--- src/rtl/mouse_pkg.sv ---
// mouse_pkg: PS/2 mouse protocol constants and scheduler types.
package mouse_pkg;
  localparam logic [7:0] PS2_ACK = 8'hFA;
  localparam logic [7:0] PS2_RESEND = 8'hFE;
  localparam logic [7:0] PS2_ERROR = 8'hFC;
  localparam logic [7:0] CMD_RESET = 8'hFF;
  localparam logic [7:0] CMD_SET_RATE = 8'hF3;
  localparam logic [7:0] CMD_SET_RES = 8'hE8;
  localparam logic [7:0] CMD_EN_REPORT = 8'hF4;
  typedef enum logic [2:0] {S_IDLE, S_SEND, S_WAIT_SENT, S_WAIT_ACK, S_RESPOND} state_t;
  typedef enum logic [1:0] {RSP_OK, RSP_TIMEOUT, RSP_NACK, RSP_RETRY_EXHAUSTED} rsp_code_t;
endpackage

--- src/rtl/mouse_timeout_timer.sv ---
// mouse_timeout_timer: clearable saturating cycle counter, flags expiry at TIMEOUT_CYCLES-1.
module mouse_timeout_timer #(
  parameter int TIMEOUT_CYCLES = 5_000_000
) (
  input  logic clk_i,
  input  logic rst_ni,
  input  logic clr_i,
  output logic expired_o
);
  localparam int W = TIMEOUT_CYCLES > 2 ? $clog2(TIMEOUT_CYCLES) : 1;
  localparam logic [W-1:0] LAST = W'(TIMEOUT_CYCLES - 1);
  logic [W-1:0] cnt_q, cnt_d;
  assign expired_o = cnt_q == LAST;
  assign cnt_d = clr_i ? '0 : expired_o ? cnt_q : cnt_q + 1'b1;
  always_ff @(posedge clk_i or negedge rst_ni)
    if (!rst_ni) cnt_q <= '0;
    else cnt_q <= cnt_d;
endmodule

--- src/rtl/mouse_cmd_scheduler.sv ---
// mouse_cmd_scheduler: round-robin arbiter that sends a PS/2 command (+ optional argument)
// to the mouse, waits for each ACK, and retries/aborts on resend, error or timeout.
module mouse_cmd_scheduler
  import mouse_pkg::*;
#(
  parameter int TIMEOUT_CYCLES = 5_000_000,
  parameter int MAX_RETRY = 3
) (
  input  logic            clk_i,
  input  logic            rst_ni,
  input  logic [1:0]      req_valid_i,
  input  logic [1:0][7:0] req_cmd_i,
  input  logic [1:0]      req_has_arg_i,
  input  logic [1:0][7:0] req_arg_i,
  output logic [1:0]      req_ready_o,
  output logic            rsp_valid_o,
  output logic            rsp_id_o,
  output logic [1:0]      rsp_code_o,
  output logic            busy_o,
  output logic            stream_hold_o,
  output logic            send_byte_o,
  output logic [7:0]      byte_to_send_o,
  input  logic            byte_sent_i,
  input  logic            byte_ready_i,
  input  logic [7:0]      byte_read_i,
  input  logic [1:0]      byte_error_code_i
);
  localparam logic [1:0] RETRY_LIM = 2'(MAX_RETRY);
  state_t state_q, state_d;
  rsp_code_t code_q, code_d;
  logic rr_q, rr_d, owner_q, owner_d, has_arg_q, has_arg_d, phase_q, phase_d;
  logic [7:0] cmd_q, cmd_d, arg_q, arg_d;
  logic [1:0] retry_q, retry_d;
  logic gnt, timer_clr, expired, ack, resend, nack;
  mouse_timeout_timer #(.TIMEOUT_CYCLES(TIMEOUT_CYCLES)) u_timer (
    .clk_i(clk_i), .rst_ni(rst_ni), .clr_i(timer_clr), .expired_o(expired)
  );
  assign gnt = &req_valid_i ? rr_q : req_valid_i[1];
  // a receiver fault always means "resend", whatever byte came with it
  assign resend = byte_ready_i && (byte_error_code_i != 2'b00 || byte_read_i == PS2_RESEND);
  assign ack = byte_ready_i && byte_error_code_i == 2'b00 && byte_read_i == PS2_ACK;
  assign nack = byte_ready_i && byte_error_code_i == 2'b00 && byte_read_i == PS2_ERROR;
  assign byte_to_send_o = phase_q ? arg_q : cmd_q;
  assign rsp_id_o = rsp_valid_o & owner_q;
  assign rsp_code_o = rsp_valid_o ? code_q : 2'b00;
  assign busy_o = (state_q != S_IDLE) | (|req_ready_o);
  assign stream_hold_o = busy_o;
  always_comb begin
    state_d = state_q;
    code_d = code_q;
    rr_d = rr_q;
    owner_d = owner_q;
    cmd_d = cmd_q;
    arg_d = arg_q;
    has_arg_d = has_arg_q;
    phase_d = phase_q;
    retry_d = retry_q;
    req_ready_o = '0;
    send_byte_o = 1'b0;
    rsp_valid_o = 1'b0;
    timer_clr = 1'b1;
    case (state_q)
      S_IDLE: if (|req_valid_i) begin
        req_ready_o[gnt] = 1'b1;
        owner_d = gnt;
        rr_d = ~gnt;
        cmd_d = req_cmd_i[gnt];
        arg_d = req_arg_i[gnt];
        has_arg_d = req_has_arg_i[gnt];
        phase_d = 1'b0;
        retry_d = '0;
        state_d = S_SEND;
      end
      S_SEND: begin
        send_byte_o = 1'b1;
        state_d = S_WAIT_SENT;
      end
      S_WAIT_SENT: begin
        timer_clr = byte_sent_i;
        if (byte_sent_i) state_d = S_WAIT_ACK;
        else if (expired) begin
          code_d = RSP_TIMEOUT;
          state_d = S_RESPOND;
        end
      end
      S_WAIT_ACK: begin
        timer_clr = 1'b0;
        if (ack && !phase_q && has_arg_q) begin
          phase_d = 1'b1;
          retry_d = '0;
          state_d = S_SEND;
        end else if (ack) begin
          code_d = RSP_OK;
          state_d = S_RESPOND;
        end else if (resend && retry_q < RETRY_LIM) begin
          retry_d = retry_q + 2'd1;
          state_d = S_SEND;
        end else if (resend) begin
          code_d = RSP_RETRY_EXHAUSTED;
          state_d = S_RESPOND;
        end else if (nack) begin
          code_d = RSP_NACK;
          state_d = S_RESPOND;
        end else if (expired) begin
          code_d = RSP_TIMEOUT;
          state_d = S_RESPOND;
        end
      end
      S_RESPOND: begin
        rsp_valid_o = 1'b1;
        state_d = S_IDLE;
      end
      default: state_d = S_IDLE;
    endcase
  end
  always_ff @(posedge clk_i or negedge rst_ni)
    if (!rst_ni) begin
      state_q <= S_IDLE;
      code_q <= RSP_OK;
      rr_q <= 1'b0;
      owner_q <= 1'b0;
      cmd_q <= '0;
      arg_q <= '0;
      has_arg_q <= 1'b0;
      phase_q <= 1'b0;
      retry_q <= '0;
    end else begin
      state_q <= state_d;
      code_q <= code_d;
      rr_q <= rr_d;
      owner_q <= owner_d;
      cmd_q <= cmd_d;
      arg_q <= arg_d;
      has_arg_q <= has_arg_d;
      phase_q <= phase_d;
      retry_q <= retry_d;
    end
endmodule
--- config.mk ---
export PLATFORM = sky130hd
export DESIGN_NAME = mouse_cmd_scheduler
export DESIGN_NICKNAME = d
export VERILOG_FILES = /design/src/rtl/mouse_pkg.sv /design/src/rtl/mouse_timeout_timer.sv /design/src/rtl/mouse_cmd_scheduler.sv
export SDC_FILE = /design/constraint.sdc
export NUM_CORES = 1
export LEC_CHECK = 0
export CORE_MARGIN = 4
export CORE_UTILIZATION = 33
export DETAILED_ROUTE_END_ITERATION = 10
export GPL_ROUTABILITY_DRIVEN = 0
export GPL_TIMING_DRIVEN = 0
export HOLD_SLACK_MARGIN = 0.1
export PLACE_DENSITY = 0.68
export SYNTH_ARGS = -nofsm -noshare
export SYNTH_HDL_FRONTEND = slang
export SYNTH_SLANG_ARGS = --single-unit
--- constraint.sdc ---
create_clock -name clk_i -period 2.1 [get_ports clk_i]
set_clock_uncertainty 0.15 [all_clocks]
set_input_delay 0.21 -clock clk_i [delete_from_list [all_inputs] [get_ports clk_i]]
set_output_delay 0.21 -clock clk_i [all_outputs]
set_load 0.05 [all_outputs]
# After elaboration in Yosys (flattened, before gate mapping)
# Index checks and enable logic that the tools add are counted.
totals:
  romBits: 0
  n_memories: 0
  wordCells: 100
  in_bits: 50
  ff_bits: 50
  mem_bits_rw: 0
  latch_bits: 0
classes:
  eq_ne: 16
  add_sub_neg: 2
  n_lt_le_gt_ge: 3
  shifts: 0
  n_mux: 43
  reduce_logical: 23
  div: 0
  multipliers: 0
  bitwise_logic: 3
ops:
  columns: ["operator", "n"]
  rows:
  - ["23-bit 2-to-1 mux", 2]
  - ["8-bit 2-to-1 mux", 5]
  - ["2-bit 2-to-1 mux", 14]
  - ["8-bit equality test, second input constant", 3]
  - ["3-bit 2-to-1 mux", 8]
  - ["23-bit by 1-bit adder with 23-bit output, second input constant", 1]
  - ["23-bit equality test, second input constant", 1]
  - ["3-bit case mux with 4 select lines", 1]
  - ["3-bit inequality test, second input constant", 3]
  - ["1-bit logical AND", 8]
  - ["1-bit 2-to-1 mux", 8]
  - ["2-bit inequality test, second input constant", 4]
  - ["2-bit case mux with 2 select lines", 2]
  - ["4-bit AND reduction", 2]
  - ["3-bit by 2-bit equality test with 1-bit output, second input constant", 2]
  - ["2-bit nonzero test", 3]
  - ["1-bit case mux with 2 select lines", 2]
  - ["2-bit AND reduction", 2]
  - ["2-bit OR reduction", 2]
  - ["3-bit by 1-bit equality test with 1-bit output, second input constant", 1]
  - ["3-bit equality test, second input constant", 1]
  - ["3-bit logical NOT", 1]
  - ["3-bit AND reduction", 1]
  - ["3-bit nonzero test", 1]
  - ["other kinds (12)", 12]

# Longest topological paths before layout
# Gate-level depths: netlist of run 1.
logic_depth:
  word_depth: 10
  ltp_mapped: 7
  ltp_nobuf: 6

# Hierarchy
# A second synthesis of run 1 with hierarchy kept.
unflattened:
  cells_unflattened: 321
  hier_area_um2: 2981.6
modules_own_cells:
  columns: ["module", "cells_each", "area_each_um2", "n_inst"]
  rows:
  - ["mouse_cmd_scheduler", 178, 1652.8, 1]
  - ["mouse_timeout_timer", 143, 1328.8, 1]

# Worst setup path after synthesis of run 1
# No wires, ideal clock.
synth_timing:
  path_kind: "register to output"
  start: "register state_q[0]"
  end: "output rsp_code_o[0]"
  arrival_time_ns: 2.393
  slack_ns: -0.653
  n_path_buf: 1
  path_stages_with_launch: 4
  required_time_ns: 1.740
  path_cell_list: "dfrtp_1 > clkbuf_1 > nor3b_1 > and2_1"
synth_between:
  elab_chain_cells: 3
synth_rtl:
  columns: ["element", "line_no", "rtl"]
  rows:
  - ["start, declared", "mouse_cmd_scheduler.sv:29", "state_t state_q, state_d;"]
  - ["start signal, assigned", "mouse_cmd_scheduler.sv:128", "state_q <= state_d;"]
  - ["3-bit equality test", "mouse_cmd_scheduler.sv:62", "case (state_q)"]
  - ["1-bit 2-to-1 mux", "mouse_cmd_scheduler.sv:62", null]
  - ["via rsp_valid_o", "mouse_cmd_scheduler.sv:16", "output logic rsp_valid_o,"]
  - ["2-bit 2-to-1 mux", "mouse_cmd_scheduler.sv:45", "assign rsp_code_o = rsp_valid_o ? code_q : 2'b00;"]
  - ["end, declared", "mouse_cmd_scheduler.sv:18", "output logic [1:0] rsp_code_o,"]
# The timed path passes the listed nets, and every way through them passes these cells.

# Final worst setup path of run 1
layout_timing:
  start: "input byte_error_code_i[1]"
  end: "register code_q[1]"
layout_between:
  elab_chain_cells: 9
layout_rtl:
  columns: ["element", "line_no", "rtl"]
  rows:
  - ["start, declared", "mouse_cmd_scheduler.sv:26", "input logic [1:0] byte_error_code_i"]
  - ["2-bit logical NOT", "mouse_cmd_scheduler.sv:41, mouse_cmd_scheduler.sv:42", null]
  - ["1-bit logical AND", "mouse_cmd_scheduler.sv:41, mouse_cmd_scheduler.sv:42", null]
  - ["1-bit logical AND", "mouse_cmd_scheduler.sv:42", "assign nack = byte_ready_i && byte_error_code_i == 2'b00 && byte_read_i == PS2_ERROR;"]
  - ["2-bit 2-to-1 mux", "mouse_cmd_scheduler.sv:101", "end else if (nack) begin"]
  - ["2-bit 2-to-1 mux", "mouse_cmd_scheduler.sv:98", "end else if (resend) begin"]
  - ["2-bit 2-to-1 mux", "mouse_cmd_scheduler.sv:95", "end else if (resend && retry_q < RETRY_LIM) begin"]
  - ["2-bit 2-to-1 mux", "mouse_cmd_scheduler.sv:92", "end else if (ack) begin"]
  - ["2-bit 2-to-1 mux", "mouse_cmd_scheduler.sv:88", "if (ack && !phase_q && has_arg_q) begin"]
  - ["2-bit case mux with 2 select lines", "mouse_cmd_scheduler.sv:62", null]
  - ["end signal, assigned", "mouse_cmd_scheduler.sv:129", "code_q <= code_d;"]
  - ["end, declared", "mouse_cmd_scheduler.sv:30", "rsp_code_t code_q, code_d;"]
# Parallel ways exist; a longest one is shown, timed or not. The select of a mux whose other input is x is not followed.
# A chain may end at the register's enable or synchronous reset.

==> impl_metrics.ini, run 1 <==
[status]
status = finished clean

[detailed_routing]
drt_iter0_markers = 104
ant_nets = 0
vias = 2426
dr.pass1.iters = 4
wire_per_inst_um = 14.4
drcViolationCount = 0
wl_um = 6850
via_per_inst = 5.10

[sta]
worst_slew_pin_slew_ps = 679
hold_viol = 0
holdWs_ps = 273
finalMaxSlewViolations = 0
fmax_mhz = 489
finalCritPeriodShare_pct = 97.3
worst_slack_ps = 56.2
finalCriticalPeriod_ps = 2040
finalSetupViolations = 0
fin_setup_tns_ps = 0
max_slew_margin_pct = 54.7

[grt]
overflow = 0
grt_max_degree = 29
grt_pass1_wl_um = 11400
antenna_found_initial = 0
gr-usage-all-layers_pct = 14.0
grt_pass1_vias = 2369

[logic_synthesis]
synth_seq_cells = 50
syn_inst = 283
yosysWarnings = 0
synthAdderAreaFrac_pct = 0.925
synth_area_leaders = dfrtp_1 46%, nand2_1 5.3%, nor2_1 4.9%, xor2_1 4.5%, a22oi_1 3.6%
ys_types = 53
muxShareOfSynthArea_pct = 5.18
synth-edff-count = 0
avgSynthCellArea_um2 = 9.55
synth_compound_area_share_pct = 13.0
synth-xor-area-share_pct = 6.15
synth_top_family_by_area = simple AND/OR/NAND/NOR gates
syn_area_um2 = 2700
ys_seq_area_share_pct = 46.3
async_reset_ff_share_pct = 100
synth_nets = 335
synth.top_cell.area_share_pct = 46.3
synth_simple_gate_area_share_pct = 26.1
yosysTopAreaCell = dfrtp_1
ys.flop_type = dfrtp_1

[pwr]
peakVddDrop_uv = 864
finalPower_w = 0.00388
power.leakage_nw = 1.71
power_density_nw_per_um2 = 1000

[setup_path]
critPathBufInv = 1
arrival_ps = 2100
path_class = input pin to register
cp-start-kind = input pin
crit_chain = clkdlybuf4s50_1 -> or2_2 -> nor4_2 -> a21oi_1 -> and2_1 -> a32o_1
slowest_stage = nor4_2
cp_max_fo = 4
cp-end-kind = register
slowest_delay_ps = 470
required_ps = 2150
crit_family = simple AND/OR/NAND/NOR gates

[floorplanning]
rows = 32
ioPinCount = 67
dieArea_um2 = 9710
initial_core_util_pct = 34.5
core-area_um2 = 7850
die_h_um = 98.5
die_w_um = 98.5

[layout]
final_layout_size_suffix_gt1_share_pct = 17.6
final_nets = 425
final_cell_mix = 47 x clkdlybuf4s50_1, 44 x dfrtp_1, 38 x nand2_1
syn_to_final_growth_pct = 43.0
fillers = 759
layout_commonest_cell = clkdlybuf4s50_1
diodes = 0
fin_area_um2 = 3870

[placed_design]
pre_cts_ws_ps = -1200
postPlaceCellArea_um2 = 3530
port_buffers = 66
dp_hpwl_um = 5040

[cts]
path_clk_slew_ps = 90
h-tree-depth = 2
ctsRootBufferMaster = clkbuf_8
clock_latency_ps = 310
cts_inserted_buffers = 5
cts_tree = yes
clockBufferDepth = 2
cts_num_sinks = 50

[min_path]
hp-class = input pin to register

[job]
drv_cap = 0
## where the power goes
group	internal, W	switching, W
registers	0.00121	0.000209
clock network	0.000357	0.000319
logic	0.000760	0.00102
## kinds of logic (layout without fill, tap and decap cells)
group | count (synthesis) | after routing
buffers and inverters | 13 | 104
AO/OA/AOI/OAI | 49 | 49
XOR/XNOR | 19 | 19
multiplexers | 13 | 13
AND/OR/NAND/NOR | 137 | 137
flip-flops | 50 | 50
adder cells (fa/ha/maj) | 2 | 2
## path summary, 6_finish.rpt
kind / start / endpoint / slack, ps / depth (start not counted)
hold reg to reg: cmd_q[7] / cmd_q[7] / 340 / 2
setup reg to reg: phase_q / code_q[1] / 90 / 5
min in group asynchronous: rst_ni / code_q[1] / 330 / 2
max in group asynchronous: rst_ni / phase_q / 910 / 3
setup / recovery: byte_error_code_i[1] / code_q[1] / 60 / 6
hold / removal: req_cmd_i[9] / cmd_q[1] / 270 / 3
## stage by stage
stage,utilization (%),instances
CTS,47.2,460
global route,49.3,476
global placement,44.6,451
finish,49.3,476
detailed placement,44.9,452
floorplan,-,283
## worst register-to-register path: cells and delay by family, from the launching register on
family	cells	cell delay [ps]
and+or+nand+nor	3	820
DFF	1	510
AOI/OAI and AO/OA	2	430
## metal layers
metal	part of all wire [%]	track usage [%]	wire length, um	vias up
met1	46	19.3	3160	1141
met2	46	22.4	3180	81
li1	-	-	-	1195
met4	0.83	2.63	57	0
met3	6.7	3.75	459	9
met5	0	0	0	-
## flip-flops by register name, indices dropped and copies added (netlist names)
name           cells
arg_q              8
cmd_q              8
code_q             2
has_arg_q          1
owner_q            1
phase_q            1
retry_q            2
rr_q               1
state_q            3
u_timer.cnt_q     23
## area by class of cell
| cell class | count | area (um2) | share of cell area, % |
|---|---|---|---|
| plain buffers | 8 | 56.3 | 1.46 |
| clock buffers | 7 | 76.3 | 1.97 |
| clock inverters | 1 | 30.0 | 0.776 |
| inverters | 3 | 11.3 | 0.291 |
| multi-input cells | 220 | 1510 | 38.9 |
| flip-flops and latches | 50 | 1260 | 32.5 |
| well taps | 102 | 128 | 3.30 |
| repair buffers | 85 | 802 | 20.7 |
## cell usage after synthesis (2+ instances only)
cell	number
a22oi_1	13
nand4_1	9
nor2_1	35
ha_1	2
o21ai_0	9
a41o_1	2
mux2i_1	5
xor2_1	14
dfrtp_1	50
nor2b_1	4
a21o_1	4
a21oi_1	3
and3_1	4
nand3_1	10
o211ai_1	3
mux2_2	8
nand3b_1	4
o21ai_1	2
xnor2_1	5
nor4_1	5
and2_1	5
clkbuf_1	6
nand2_1	38
or2_2	2
a32o_1	2
nand2b_1	3
nor3_1	4
a211oi_1	3
o21bai_1	2
buf_2	2
inv_1	3
## repair_timing
item                                   4_1_cts  5_1_grt
pin swaps                                    3        2
endpoints found under the hold margin       27        0
hold buffers                                 1        0
setup buffers                                1       16
gates resized for setup                     55       15
setup endpoints to repair                   39       25
Note: power is estimated with default switching activity, not from simulation.
==> run 2: changes to the inputs <==
CORE_MARGIN = default   (was 4)
RECOVER_POWER = 100   (was default)
==> impl_metrics.ini, run 2 (synthesized netlist as in run 1, its figures left out) <==
[sta]
finalCritPeriodShare_pct = 97.1
finalCriticalPeriod_ps = 2040
max_slew_margin_pct = 59.6
finalMaxSlewViolations = 0
worst_slew_pin_slew_ps = 606
holdWs_ps = 275
hold_viol = 0
worst_slack_ps = 61.0
finalSetupViolations = 0
fmax_mhz = 490
grt_setup_unrepaired = true

[pwr]
peakVddDrop_uv = 576
seqPwrFrac_pct = 37.0
clkPwrFrac_pct = 17.7
p_int_w = 0.00230
power.leakage_nw = 1.75
netSwitchingFraction_pct = 40.1
power_switching_w = 0.00155
comb_power_share_pct = 45.3
power_density_nw_per_um2 = 983

[detailed_routing]
drt_iter0_markers = 80
via_per_inst = 5.04
drcViolationCount = 0
vias = 2430
dr.pass1.iters = 4
wl_um = 6730
ant_nets = 0
wire_per_inst_um = 14.0

[cts]
cts_tree = yes
cts_inserted_buffers = 5
clockBufferDepth = 2
path_clk_slew_ps = 90
h-tree-depth = 2
cts_num_sinks = 50
ctsRootBufferMaster = clkbuf_8
clock_latency_ps = 310

[setup_path]
path_class = register to output pin
slowest_stage = dfrtp_2
required_ps = 1740
r2r.worst_path.cells = 6
cp-start-kind = register
arrival_ps = 1680
cp-end-kind = output pin
cp_max_fo = 10
slowest_delay_ps = 480
crit_chain = nor3_4 -> o21ai_4 -> nor2b_4 -> buf_6 -> buf_8

[floorplanning]
die_h_um = 92.5
core-area_um2 = 7810
rows = 32
dieArea_um2 = 8560
ioPinCount = 67
initial_core_util_pct = 34.6
die_w_um = 92.5

[layout]
top_regs = u_timer.cnt_q: 23 flops, arg_q: 8 flops, cmd_q: 8 flops
regMostFlops = u_timer.cnt_q
syn_to_final_growth_pct = 44.8
final_cell_mix = 47 x clkdlybuf4s50_1, 45 x dfrtp_1, 38 x nand2_1
diodes = 0
final_layout_size_suffix_gt1_share_pct = 19.5
largest_reg_flops = 23
final_nets = 431
layout_commonest_cell = clkdlybuf4s50_1

[grt]
busiest_layer = met2
grt_pass1_vias = 2362
gr-usage-all-layers_pct = 15.9
grtUsageMet2_pct = 24.7
antenna_found_initial = 0
grt_pass1_wl_um = 10900
grt_use_met1_pct = 21.8
overflow = 0
met3_usage_pct = 4.27
grt_max_degree = 40

[status]
status = finished clean

[placed_design]
dp_hpwl_um = 4720
pre_cts_ws_ps = -1130
port_buffers = 66

[job]
drv_cap = 0

[min_path]
hp-class = input pin to asynchronous set/reset pin
[run 2: cell count changes in the layout (fill, tap and decap cells not counted), moves of 2 or more]
cell             change
buf_4                +5
clkdlybuf4s15_2      +4
buf_2                -2
clkdlybuf4s15_1      -2
[run 2: critical path: cells and delay by family (launching register included)]
family	cells	cell delay (ps)
flip-flops	1	480
buffers and inverters	2	320
AND/OR/NAND/NOR	2	420
AO/OA/AOI/OAI	1	150
[run 2: what timing repair did]
item	CTS	global route
gates resized for setup	60	10
hold buffers	1	0
endpoints found under the hold margin	50	0
endpoints found under the setup margin	36	19
buffers inserted	0	23
cloned	0	0
pin swaps	1	7
[run 2: final cells by class]
class                           instances  area, um2
Fill cell                             737       3890
Multi-Input combinational cell        220       1520
Sequential cell                        50       1260
Timing Repair Buffer                   91        835
Tap cell                              102        128
Clock buffer                            6       72.6
Buffer                                  8       56.3
Clock inverter                          2       37.5
Inverter                                3       11.3
[run 2: worst paths after layout]
kind,slack (ps),start,end
setup / recovery,60,state_q[0],req_ready_o[0]
setup reg to reg,80,u_timer.cnt_q[4],state_q[0]
hold / removal,280,rst_ni,code_q[1]
max in group asynchronous,470,rst_ni,state_q[2]
min in group clk_i,280,req_cmd_i[11],cmd_q[3]
hold reg to reg,320,owner_q,owner_q
[run 2: metal layers]
layer / routed length (um) / vias to the layer above / share of wire, %
li1: - / 1203 / -
met1: 3090 / 1157 / 46
met2: 3220 / 63 / 48
met3: 363 / 7 / 5.4
met4: 60 / 0 / 0.89
met5: 0 / - / 0
[run 2: through the flow]
step           power (W)  cell area, um2  TNS, ps  utilization (%)  cells
2_1_floorplan    0.00247            2720        0                -    283
3_3_place_gp     0.00297            3500   -51500             44.9    451
3_5_place_dp     0.00301            3520    -9110             45.1    452
4_1_cts          0.00372            3720    -35.5             47.6    459
5_1_grt          0.00411            3920    -67.8             50.2    482
6_report         0.00385            3920        0             50.2    482
[run 2: power groups by stage]
stage / logic [W] / registers, W / clock network, W
6_report: 0.00174 / 0.00142 / 0.000682
5_1_grt: 0.00190 / 0.00146 / 0.000747
4_1_cts: 0.00159 / 0.00143 / 0.000700
3_5_place_dp: 0.00161 / 0.00139 / 0
3_3_place_gp: 0.00158 / 0.00138 / 0
2_1_floorplan: 0.00113 / 0.00134 / 0
